--- config.mk ---
export PLATFORM = sky130hd
export DESIGN_NAME = xarb_wrr_lock_flat
export DESIGN_NICKNAME = d
export VERILOG_FILES = /design/src/rtl/xarb_wrr_lock_pkg.sv /design/src/rtl/xarb_wrr_lock_if.sv /design/src/rtl/xarb_wrr_lock_rr_pick.sv /design/src/rtl/xarb_wrr_lock.sv /design/src/flat_wrapper.sv
export SDC_FILE = /design/constraint.sdc
export NUM_CORES = 1
export LEC_CHECK = 0
export ABC_CLOCK_PERIOD_IN_PS = 4600
export BUFFER_PORTS_ARGS = -buffer_cell sky130_fd_sc_hd__buf_2
export CAP_MARGIN = 25
export CORE_AREA = 4 4 59 61
export CTS_CLUSTER_SIZE = 24
export DETAILED_ROUTE_END_ITERATION = 8
export DIE_AREA = 0 0 63 65
export PLACE_DENSITY = 0.75
export SLEW_MARGIN = 5
export SYNTH_ARGS = -nofsm -noshare
export SYNTH_HDL_FRONTEND = slang
export SYNTH_HIERARCHICAL = 1
export SYNTH_SLANG_ARGS = --single-unit
--- constraint.sdc ---
create_clock -name clk -period 4.6 [get_ports clk]
set_input_delay 0.23 -clock clk [delete_from_list [all_inputs] [get_ports clk]]
set_output_delay 0.23 -clock clk [all_outputs]
set_load 0.005 [all_outputs]
--- src/rtl/xarb_wrr_lock_pkg.sv ---
// Shared types and helpers for the xarb arbiter family.
package xarb_wrr_lock_pkg;

  typedef enum logic {IDLE, BUSY} state_t;

  localparam int unsigned XARB_MAXN = 32;
  localparam int unsigned XARB_WBUS = 256;

  function automatic logic [7:0] weight_field(input logic [XARB_WBUS-1:0] w,
                                              input int unsigned idx,
                                              input int unsigned ww);
    return 8'(w >> (idx * ww)) & 8'((32'd1 << ww) - 32'd1);
  endfunction

  function automatic logic [4:0] onehot_idx(input logic [XARB_MAXN-1:0] oh);
    logic [4:0] idx;
    idx = '0;
    for (int unsigned i = 0; i < XARB_MAXN; i++)
      if (oh[i]) idx |= 5'(i);
    return idx;
  endfunction

endpackage

--- src/rtl/xarb_wrr_lock_if.sv ---
// Requester/arbiter bundle; master drives requests, slave is the arbiter.
interface xarb_wrr_lock_if #(
  parameter int unsigned N  = 4,
  parameter int unsigned WW = 4
);
  localparam int unsigned IW = $clog2(N);

  logic              en;
  logic [N-1:0]      req;
  logic [N-1:0]      last;
  logic [N*WW-1:0]   weight;
  logic              ready;
  logic [N-1:0]      gnt;
  logic [IW-1:0]     gnt_id;
  logic              gnt_vld;
  logic              xfer;

  modport master (output en, req, last, weight, ready,
                  input  gnt, gnt_id, gnt_vld, xfer);
  modport slave  (input  en, req, last, weight, ready,
                  output gnt, gnt_id, gnt_vld, xfer);
endinterface

--- src/rtl/xarb_wrr_lock_rr_pick.sv ---
// Combinational round-robin pick: first request at or after ptr, wrapping.
module xarb_rr_pick
  import xarb_wrr_lock_pkg::*;
#(
  parameter int unsigned N  = 4,
  parameter int unsigned IW = $clog2(N)
) (
  input  logic [N-1:0]  req,
  input  logic [IW-1:0] ptr,
  output logic [N-1:0]  win,
  output logic [IW-1:0] win_id,
  output logic          any
);
  logic [N-1:0] mask;
  logic [N-1:0] masked;
  logic [N-1:0] src;

  always_comb begin
    for (int unsigned i = 0; i < N; i++)
      mask[i] = (i >= 32'(ptr));
    masked = req & mask;
    // nothing at/after ptr means the wrapped search is just the lowest set bit
    src    = (|masked) ? masked : req;
    win    = src & (~src + N'(1));
    win_id = IW'(onehot_idx(XARB_MAXN'(win)));
    any    = |req;
  end
endmodule

--- src/rtl/xarb_wrr_lock.sv ---
// Weighted round-robin arbiter with packet lock and zero-bubble handoff.
module xarb_wrr_lock
  import xarb_wrr_lock_pkg::*;
#(
  parameter int unsigned N  = 4,
  parameter int unsigned WW = 4
) (
  input  logic           clk,
  input  logic           rstn,
  xarb_wrr_lock_if.slave bus
);
  localparam int unsigned IW = $clog2(N);

  state_t        state_q;
  logic [N-1:0]  gnt_q;
  logic [IW-1:0] gnt_id_q, ptr_q, ptr_nxt, pick_ptr, pick_id;
  logic [WW-1:0] credit_q, credit_ld;
  logic          inpkt_q;
  logic          cur_req, cur_last, xfer_c, tend, rel, can_grant, pick_any;
  logic [N-1:0]  pick_win;

  xarb_rr_pick #(.N(N), .IW(IW)) u_pick (
    .req    (bus.req),
    .ptr    (pick_ptr),
    .win    (pick_win),
    .win_id (pick_id),
    .any    (pick_any)
  );

  always_comb begin
    cur_req   = bus.req[gnt_id_q];
    cur_last  = bus.last[gnt_id_q];
    xfer_c    = (state_q == BUSY) & cur_req & bus.ready;
    tend      = xfer_c & cur_last;
    rel       = (state_q == BUSY) &
                ((tend & (credit_q == WW'(1))) |
                 (~inpkt_q & ~xfer_c & (~cur_req | ~bus.en)));
    ptr_nxt   = (gnt_id_q == IW'(N-1)) ? '0 : gnt_id_q + 1'b1;
    // on release the search starts past the old winner in the same cycle
    pick_ptr  = rel ? ptr_nxt : ptr_q;
    can_grant = bus.en & pick_any;
    credit_ld = WW'(weight_field(XARB_WBUS'(bus.weight), 32'(pick_id), WW));
    if (credit_ld == '0) credit_ld = WW'(1);
  end

  always_ff @(posedge clk or negedge rstn) begin
    if (!rstn) begin
      state_q  <= IDLE;
      gnt_q    <= '0;
      gnt_id_q <= '0;
      credit_q <= '0;
      ptr_q    <= '0;
      inpkt_q  <= 1'b0;
    end else begin
      case (state_q)
        IDLE: begin
          if (can_grant) begin
            state_q  <= BUSY;
            gnt_q    <= pick_win;
            gnt_id_q <= pick_id;
            credit_q <= credit_ld;
            inpkt_q  <= 1'b0;
          end
        end
        BUSY: begin
          if (xfer_c && !cur_last) inpkt_q <= 1'b1;
          if (tend) begin
            inpkt_q  <= 1'b0;
            credit_q <= credit_q - 1'b1;
          end
          if (rel) begin
            ptr_q <= ptr_nxt;
            if (can_grant) begin
              gnt_q    <= pick_win;
              gnt_id_q <= pick_id;
              credit_q <= credit_ld;
            end else begin
              state_q  <= IDLE;
              gnt_q    <= '0;
              gnt_id_q <= '0;
              credit_q <= '0;
            end
          end
        end
        default: state_q <= IDLE;
      endcase
    end
  end

  assign bus.gnt     = gnt_q;
  assign bus.gnt_id  = gnt_id_q;
  assign bus.gnt_vld = (state_q == BUSY);
  assign bus.xfer    = xfer_c;

  a_onehot: assert property (@(posedge clk) disable iff (!rstn) $onehot0(gnt_q));
  a_vld:    assert property (@(posedge clk) disable iff (!rstn) bus.gnt_vld == (|gnt_q));
  a_lock:   assert property (@(posedge clk) disable iff (!rstn)
                             (inpkt_q && !tend) |=> $stable(gnt_q));
  a_newreq: assert property (@(posedge clk) disable iff (!rstn)
                             (gnt_q & ~$past(gnt_q) & ~$past(bus.req)) == '0);
  a_proto:  assert property (@(posedge clk) disable iff (!rstn)
                             inpkt_q |-> cur_req);
endmodule

--- src/flat_wrapper.sv ---
// flat-port wrapper written by rule: the top's interface ports become plain ports
module xarb_wrr_lock_flat import xarb_wrr_lock_pkg::*;
#(
  parameter int unsigned N  = 4,
  parameter int unsigned WW = 4
)
  (clk, rstn, bus_en, bus_req, bus_last, bus_weight, bus_ready, bus_gnt, bus_gnt_id, bus_gnt_vld, bus_xfer);
  xarb_wrr_lock_if #(.N(N), .WW(WW)) bus_i ();
  input  logic clk;
  input  logic rstn;
  input wire logic [$bits(bus_i.en)-1:0] bus_en;
  input wire logic [$bits(bus_i.req)-1:0] bus_req;
  input wire logic [$bits(bus_i.last)-1:0] bus_last;
  input wire logic [$bits(bus_i.weight)-1:0] bus_weight;
  input wire logic [$bits(bus_i.ready)-1:0] bus_ready;
  output wire logic [$bits(bus_i.gnt)-1:0] bus_gnt;
  output wire logic [$bits(bus_i.gnt_id)-1:0] bus_gnt_id;
  output wire logic [$bits(bus_i.gnt_vld)-1:0] bus_gnt_vld;
  output wire logic [$bits(bus_i.xfer)-1:0] bus_xfer;
  assign bus_i.en = bus_en;
  assign bus_i.req = bus_req;
  assign bus_i.last = bus_last;
  assign bus_i.weight = bus_weight;
  assign bus_i.ready = bus_ready;
  assign bus_gnt = bus_i.gnt;
  assign bus_gnt_id = bus_i.gnt_id;
  assign bus_gnt_vld = bus_i.gnt_vld;
  assign bus_xfer = bus_i.xfer;
  xarb_wrr_lock #(.N(N), .WW(WW)) u_core (.clk(clk), .rstn(rstn), .bus(bus_i));
endmodule
==> results.txt, run 1 <==
The run finished with clean final reports. Clock skew on the completed layout was measured at 0.007923 ns. STA classifies the critical path endpoint as a flop. Headroom to the max-slew limit came out at 65.33%. The final route contains 1288 vias. The share of the Yosys chip area taken by registers is 27.21%. Net switching is 46.68% of the power. For the boundary pin count, the log shows 36. Counting the buffers created by CTS gives 3.

The number of distinct library cell variants in the gate-level netlist after synthesis came out at 47. Setup repair after global routing left no endpoint under its margin. The layout has 286 filler cells. In this run, synthesis produced a sequential element count of 14. CTS clock-pin slew for the worst setup and hold paths: 0.11 ns.

Total count of max-transition violations in the final report: 0. The row count is 20. Using the TritonRoute via totals, the vias-per-cell ratio works out to 6.075. Entering global routing, the biggest net connects 20 pins. The run gives 0 as the final antenna-violating net count.

Combinational share of power: 66.9%. The repair_antennas step left the layout with diodes totalling 0. The run gives 43.24% as the initial core utilization.

Excluding fillers, the count of instances in the completed layout stands at 212. Total of buffers placed on input and output ports: 35. The worst path uses 86.68% of the clock period. The slew of the pin with the lowest slew margin is 0.5188 ns, and the post-CTS setup repair buffer count is 0. Once the clock tree was built, the resizer swapped 0 gates to a different size. The smallest clock period supported by the final layout is computed as 3.987 ns.

The Yosys step of the flow raised 6 warnings. The number of nets handed over by synthesis was 175. The number of failing hold endpoints at the final stage is 0, and the maximum clock frequency is 0.2508 GHz. In this run the worst path has a maximum fanout of 10. Kind of start point of the critical path: a flop.

The clock group share of total power was 9.9%. The internal power came out at 0.5339 mW. The maximum ir drop on the vdd rail is 0.2618 mV, and the relative area change from synthesis to final layout is 18.76%. Dividing the detail-routed wire length by the instance count gives 17.30 µm.

For the critical path data arrival time, the log shows 4.17 ns. The global-route usage over all layers is 18.39%, and the post-cts hold buffer count is 1. The number of synthesized flops with an enable pin is 0, and the number of global-route vias before repair is 1270. The logs give 0 ns for the setup total negative slack and 14 for the clock sink count. TritonCTS built the clock tree. The first global-routing pass estimated 5947 µm of wire. Setup violations remaining at the end of the flow were counted as 0.

Once detailed placement completed, the half-perimeter wirelength came to 2807 µm. Synthesis produced a netlist whose cell count is 144. From bottom edge to top edge, the die measures 65 µm. The initial antenna violation count was 0; the total instance count after detailed placement was 207.

The core region is 2978 µm². The most used flip-flop cell after synthesis was sky130_fd_sc_hd__dfrtp_1. The area enclosed by the die boundary is 4095 µm². The leakage power summed over all cells was 0.6707 nW. The critical path is of the flop to flop type. The cell area that synthesis handed to floorplanning was 1287 µm².

The length of the first detailed-routing pass in iterations was 4. The number of DRC violations after detailed routing was 0; the fraction of registers with async set/reset was 100.0%. Violation count after the first detailed-routing iteration: 86. Max-cap violations in this run came to 0. The congestion estimate from routability-driven global placement came to 0.9206.

The net count of the finished layout is 211. Class of the tightest hold or removal check: input pin to asynchronous set/reset pin. The share of cells above drive strength 1 is 32.40%, and the net switching power is 0.4675 mW. The run gives 0 as the remaining global-route overflow.

The tools report the data required time at the worst endpoint as 4.78 ns. Clock latency on the worst-skew pair, taken at its later pin, is 0.30 ns. Each instance of the synthesized netlist takes up on average 8.941 µm². For this block, the routed nets add up to 3668 µm of wire. The tools report the post-route total power as 1.001 mW.

The die outline width was 63 µm; the end-of-flow core utilization was 51.34%. Sequential cells burn 23.2% of the power. The tree is rooted in a sky130_fd_sc_hd__clkbuf_4.

The H-tree level count was 1; the power density normalized to cell area was 655.0 nW/µm². The clock passes through at most 2 buffers.
## worst max-delay path, cell delays in order (launching register included)
cell and delay (ns):
sky130_fd_sc_hd__dfrtp_1 0.54, sky130_fd_sc_hd__mux4_2 0.61, sky130_fd_sc_hd__and3_4 0.24, sky130_fd_sc_hd__o21ai_2 0.21, sky130_fd_sc_hd__mux2_2 0.43, sky130_fd_sc_hd__inv_1 0.16
sky130_fd_sc_hd__a21oi_1 0.06, sky130_fd_sc_hd__a211oi_1 0.22, sky130_fd_sc_hd__buf_4 0.20, sky130_fd_sc_hd__mux4_2 0.53, sky130_fd_sc_hd__nor3_1 0.24, sky130_fd_sc_hd__o32ai_2 0.12
sky130_fd_sc_hd__a311o_1 0.32
## power by group through the flow
stage	clock network [mW]	registers (mW)	logic, mW
after global placement	0	0.230	0.637
after floorplan	0	0.219	0.523
after detailed placement	0	0.236	0.661
after global routing	0.104	0.243	0.742
after CTS	0.102	0.233	0.664
final	0.0989	0.233	0.670
## cell usage after synthesis (all sizes together), types with 2 or more instances
cell type | number | area share, %
a211o | 2 | 1.4
a211oi | 5 | 2.9
a21oi | 13 | 5.3
a221o | 6 | 4.7
and3 | 2 | 1.4
buf | 4 | 1.9
clkbuf | 3 | 0.87
dfrtp | 14 | 27
ha | 3 | 2.9
inv | 6 | 1.7
mux2 | 4 | 3.5
mux2i | 3 | 2.3
mux4 | 5 | 8.7
nand2 | 17 | 5.0
nand2b | 3 | 1.5
nand3 | 5 | 1.9
nor2 | 11 | 3.4
nor2b | 4 | 2.1
nor3 | 4 | 1.6
nor3b | 2 | 1.2
o211ai | 3 | 1.7
o21ai | 8 | 3.4
o221ai | 2 | 1.8
## cell type report
| class | instances | area (µm²) | share of cell area (%) |
|---|---|---|---|
| clock buffers | 4 | 36.28 | 2.373 |
| inverters | 6 | 22.52 | 1.473 |
| multi-input cells | 117 | 878.3 | 57.45 |
| flip-flops and latches | 14 | 350.3 | 22.91 |
| well taps | 33 | 41.29 | 2.700 |
| repair buffers | 38 | 200.2 | 13.09 |
## routing by layer
layer | GRT usage, % | share of wire, %
met5 | 0 | 0
met4 | 6.061 | 0.35
met3 | 2.773 | 4.5
met2 | 33.20 | 53
met1 | 22.21 | 42
## per-stage QoR
stage	instance area, µm²	setup WS, ns	hold slack, ns
after floorplan	1287	0.9066	-0.06559
after global placement	1483	0.7632	0.1540
after detailed placement	1483	0.6504	0.1589
after CTS	1529	0.6146	0.3580
after global routing	1529	0.3478	0.3961
final	1529	0.6126	0.3572
## registers in the layout (all words and copies together) (netlist names)
| name | cells |
|---|---|
| u_core/bus.gnt | 4 |
| u_core/bus.gnt_id | 2 |
| u_core/bus.gnt_vld | 1 |
| u_core/credit_q | 4 |
| u_core/inpkt_q | 1 |
| u_core/ptr_q | 2 |
## kinds of logic (layout without fill, tap and decap cells)
family	after synthesis	after routing	synth area share [%]
AOI/OAI and AO/OA	51	51	31.20
muxes	12	12	14.58
DFF	14	14	27.21
and+or+nand+nor	51	51	19.53
adders and majority gates	3	3	2.916
buffers and inverters	13	48	4.567
## cell usage in the layout, fill, tap and decap left out, types with 2 or more instances in the layout
| cell type | n |
|---|---|
| sky130_fd_sc_hd__inv_1 | 6 |
| sky130_fd_sc_hd__a21oi_1 | 12 |
| sky130_fd_sc_hd__clkbuf_4 | 3 |
| sky130_fd_sc_hd__o21ai_0 | 6 |
| sky130_fd_sc_hd__dfrtp_1 | 14 |
| sky130_fd_sc_hd__nor3b_1 | 2 |
| sky130_fd_sc_hd__a221o_1 | 6 |
| sky130_fd_sc_hd__mux4_2 | 5 |
| sky130_fd_sc_hd__o211ai_1 | 3 |
| sky130_fd_sc_hd__mux2_2 | 4 |
| sky130_fd_sc_hd__a211o_1 | 2 |
| sky130_fd_sc_hd__a211oi_1 | 5 |
| sky130_fd_sc_hd__nand2b_1 | 3 |
| sky130_fd_sc_hd__nor3_1 | 4 |
| sky130_fd_sc_hd__ha_1 | 3 |
| sky130_fd_sc_hd__nand3_1 | 5 |
| sky130_fd_sc_hd__nor2_1 | 10 |
| sky130_fd_sc_hd__buf_4 | 2 |
| sky130_fd_sc_hd__mux2i_1 | 3 |
| sky130_fd_sc_hd__buf_2 | 35 |
| sky130_fd_sc_hd__nand2_1 | 17 |
| sky130_fd_sc_hd__nor2b_1 | 3 |
## worst paths after layout
path	from	end	slack, ns	cells past startpoint
max	u_core/bus.gnt_id[0]	u_core/credit_q[0]	0.61	12
min	rstn	u_core/inpkt_q	0.36	2
max reg2reg	u_core/bus.gnt_id[0]	u_core/credit_q[0]	0.61	12
min reg2reg	u_core/ptr_q[1]	u_core/ptr_q[1]	0.53	1
max in group asynchronous	rstn	u_core/bus.gnt[2]	3.97	2
min in group clk	bus_last[0]	u_core/inpkt_q	0.41	3
Note: power is estimated with default switching activity, not from simulation.
==> run 2, diff against run 1 <==
==> constraint.sdc (replaced) <==
create_clock -name clk -period 4.6 [get_ports clk]
set_input_delay 0.92 -clock clk [delete_from_list [all_inputs] [get_ports clk]]
set_output_delay 0.92 -clock clk [all_outputs]
set_load 0.005 [all_outputs]
==> run 2 against run 1 <==
Compared with the run above: final area shrank 1.6%; combinational power is essentially flat; core utilization shrank 0.80 points; wire length shrank 5.2%; setup slack lost 0.15 ns; critical path type is now input pin to flop; sequential power is essentially flat.
==> results.txt, run 2 (synthesized netlist as in run 1, its figures left out) <==
The row count came out at 20 (unchanged). The final antenna-violating net count came out at 0 (unchanged). The tools report the length of the first detailed-routing pass in iterations as 4 (unchanged). Cells along the critical path: buf_2 > mux2i_1 > o22ai_4 > and3_4 > o21ai_2 > mux2_2 > inv_1 > a21oi_1 > a211oi_1 > buf_4 > mux4_2 > nor3_1 > o32ai_2 > a311o_1 (was mux4_2 > and3_4 > o21ai_2 > mux2_2 > inv_1 > a21oi_1 > a211oi_1 > buf_4 > mux4_2 > nor3_1 > o32ai_2 > a311o_1). The number of DRC violations after detailed routing is 0 (unchanged), and the pin count of the biggest net entering global routing is 22 (was 20).

For the number of failing setup endpoints in the final timing report, the log shows 0 (unchanged). The post-layout instance count excluding filler cells was 210 (was 212). The maximum clock frequency came out at 0.2414 GHz (was 0.2508 GHz). The run gives 0.9235 (was 0.9206) as the placer congestion estimate. The logic depth of the worst register-to-register path was 12 (unchanged); the core footprint was 2978 µm² (unchanged).

The height of the die is 65 µm (unchanged). Class of the tightest hold or removal check: flop to flop (was input pin to asynchronous set/reset pin). The path type of the worst setup path was input pin to flop (was flop to flop). Setup repair after global routing left no endpoint under its margin.

Setup total negative slack: 0 ns (unchanged). The quantity of gates resized following cts was 0 (unchanged); the boundary pin count was 36 (unchanged). For the worst relative slew slack, the log shows 65.39% (was 65.33%). Clock network latency to the later pin of the worst-skew pair: 0.29 ns (was 0.30 ns).

The destination of the worst register-to-register timing path is u_core/credit_q[0] (unchanged). The path with the worst hold slack has its endpoint at u_core/ptr_q[1]. Remaining global-route overflow: 0 (unchanged). The final net count is 210 (was 211), and the power density normalized to cell area is 645.6 nW/µm² (was 655.0 nW/µm²). The number of cells traversed by the worst hold path was 1. The reg2reg setup slack was 0.63 ns (was 0.61 ns); the post-CTS setup repair buffer count was 0 (unchanged). Commonest non-fill, non-tap cell in the layout: sky130_fd_sc_hd__buf_2 (unchanged). The tools report the final setup skew as 0.002876 ns (was 0.007923 ns). The logs give 4.32 ns (was 4.17 ns) for the critical path data arrival time and 1287 (was 1288) for the number of vias after detailed routing.

Root cell of the clock tree: sky130_fd_sc_hd__clkbuf_4 (unchanged). The tools report the post-cts hold buffer count as 0 (was 1). The total count of max-transition violations in the final report is 0 (unchanged). The flow ran to the end, and the final reports show no timing, DRC or antenna violations. The first-pass GRT wire length was 5747 µm (was 5947 µm). Worst hold path startpoint: u_core/ptr_q[1].

The maximum single-stage delay on the critical path was 0.51 ns (was 0.61 ns); the violation count after the first detailed-routing iteration was 69 (was 86). Kind of start point of the critical path: an input pin (was a flop). The relative area change from synthesis to final layout came out at 16.91% (was 18.76%).

The global-route usage over all layers is 17.49% (was 18.39%), and the ratio of routed vias to standard cells is 6.129 (was 6.075). TritonCTS built the clock tree. Most used cells in the layout excluding fill and tap cells: 35 x sky130_fd_sc_hd__buf_2, 17 x sky130_fd_sc_hd__nand2_1, 14 x sky130_fd_sc_hd__dfrtp_1, 12 x sky130_fd_sc_hd__a21oi_1, 10 x sky130_fd_sc_hd__nor2_1 (unchanged).

The tools report the initial antenna violation count as 0 (unchanged). The area enclosed by the die boundary was 4095 µm² (unchanged); the number of global-route vias before repair was 1261 (was 1270). For the number of failing hold endpoints at the final stage, the log shows 0 (unchanged).

The critical register-to-register path startpoint was u_core/bus.gnt_id[0] (unchanged). The run gives 0 (unchanged) as the total of max-cap violations. The largest buffer count on any clock path was 2 (unchanged); the clock sink count was 14 (unchanged). The total of buffers placed on input and output ports came out at 35 (unchanged). The routed wire length is 3479 µm (was 3668 µm), and the leakage power summed over all cells is 0.6594 nW (was 0.6707 nW). The slowest cell on the critical path is sky130_fd_sc_hd__mux4_2 (unchanged). The final critical delay including setup and external delays is 4.142 ns (was 3.987 ns), and the total instance count after detailed placement is 207 (unchanged). The H-tree level count is 1 (unchanged).

Kind of end point of the critical path: a flop (unchanged). The largest fanout on the critical path works out to 8 (was 10). The average wire per cell in the routed design was 16.57 µm (was 17.30 µm). The number of buffers inserted during clock tree synthesis is 3 (unchanged), and the data required time at the worst endpoint is 4.78 ns (about the same). The CTS clock-pin slew for the worst setup and hold paths was 0.09 ns (was 0.11 ns).

The ratio of final minimum period to clock period is 90.05% (was 86.68%), and the antenna cell count is 0 (unchanged). The initial core utilization is 43.24% (unchanged). The die outline width is 63 µm (unchanged), and the maximum ir drop on the vdd rail is 0.2521 mV (was 0.2618 mV).

The slew of the pin with the lowest slew margin is 0.5179 ns (was 0.5188 ns). The placed wire-length estimate was 2698 µm (was 2807 µm); the share of cells above drive strength 1 was 32.20% (was 32.40%).
[run 2: cell count changes in the layout (fill, tap and decap cells not counted)]
cell and delta:
sky130_fd_sc_hd__dlygate4sd3_1 -1, sky130_fd_sc_hd__clkbuf_8 -1
[run 2: worst max path at each step]
stage                startpoint            endpoint  slack (ns)
floorplan           bus_last[3]  u_core/credit_q[0]        0.53
finish               bus_req[2]  u_core/credit_q[0]        0.46
detailed placement   bus_req[2]  u_core/credit_q[0]        0.17
CTS                  bus_req[2]  u_core/credit_q[0]        0.49
global route         bus_req[2]  u_core/credit_q[0]        0.28
global placement    bus_last[3]  u_core/credit_q[0]        0.29
[run 2: per-layer routing]
| layer | up-vias | global-route usage (%) | wire (µm) |
|---|---|---|---|
| met4 | 0 | 5.234 | 0 |
| met3 | 0 | 5.026 | 205 |
| met2 | 40 | 30.30 | 1868 |
| li1 | 619 | - | - |
| met5 | - | 0 | 0 |
| met1 | 628 | 20.90 | 1405 |
[run 2: report_power, final]
part,total (mW),internal [mW],leakage [nW],switching [mW]
registers,0.230,0.180,0.174,0.0504
clock network,0.0751,0.0304,0.0138,0.0447
logic,0.667,0.306,0.472,0.361
total,0.972,0.516,0.659,0.456
[run 2: final cells by class]
type / instances / area (µm²)
Fill cell: 297 / 1473
Multi-Input combinational cell: 117 / 878.3
Sequential cell: 14 / 350.3
Timing Repair Buffer: 37 / 190.2
Tap cell: 33 / 41.29
Clock buffer: 3 / 22.52
Inverter: 6 / 22.52
[run 2: stage by stage]
stage | hold WS [ns] | worst slack [ns] | utilization, % | power, mW | cell area [µm²]
detailed placement | 0.4938 | 0.1706 | 49.79 | 0.8926 | 1483
floorplan | 0.4736 | 0.5279 | - | 0.7423 | 1287
global placement | 0.4899 | 0.2911 | 49.79 | 0.8646 | 1483
finish | 0.5122 | 0.4578 | 50.55 | 0.9717 | 1505
CTS | 0.5162 | 0.4854 | 50.55 | 0.9715 | 1505
global route | 0.5306 | 0.2788 | 50.55 | 1.055 | 1505
[run 2: worst max-delay path, delay by kind of cell]
kind	cells	cell delay, ns
and+or+nand+nor	2	0.45
buffers and inverters	3	0.51
AOI/OAI and AO/OA	6	1.12
muxes	3	1.32
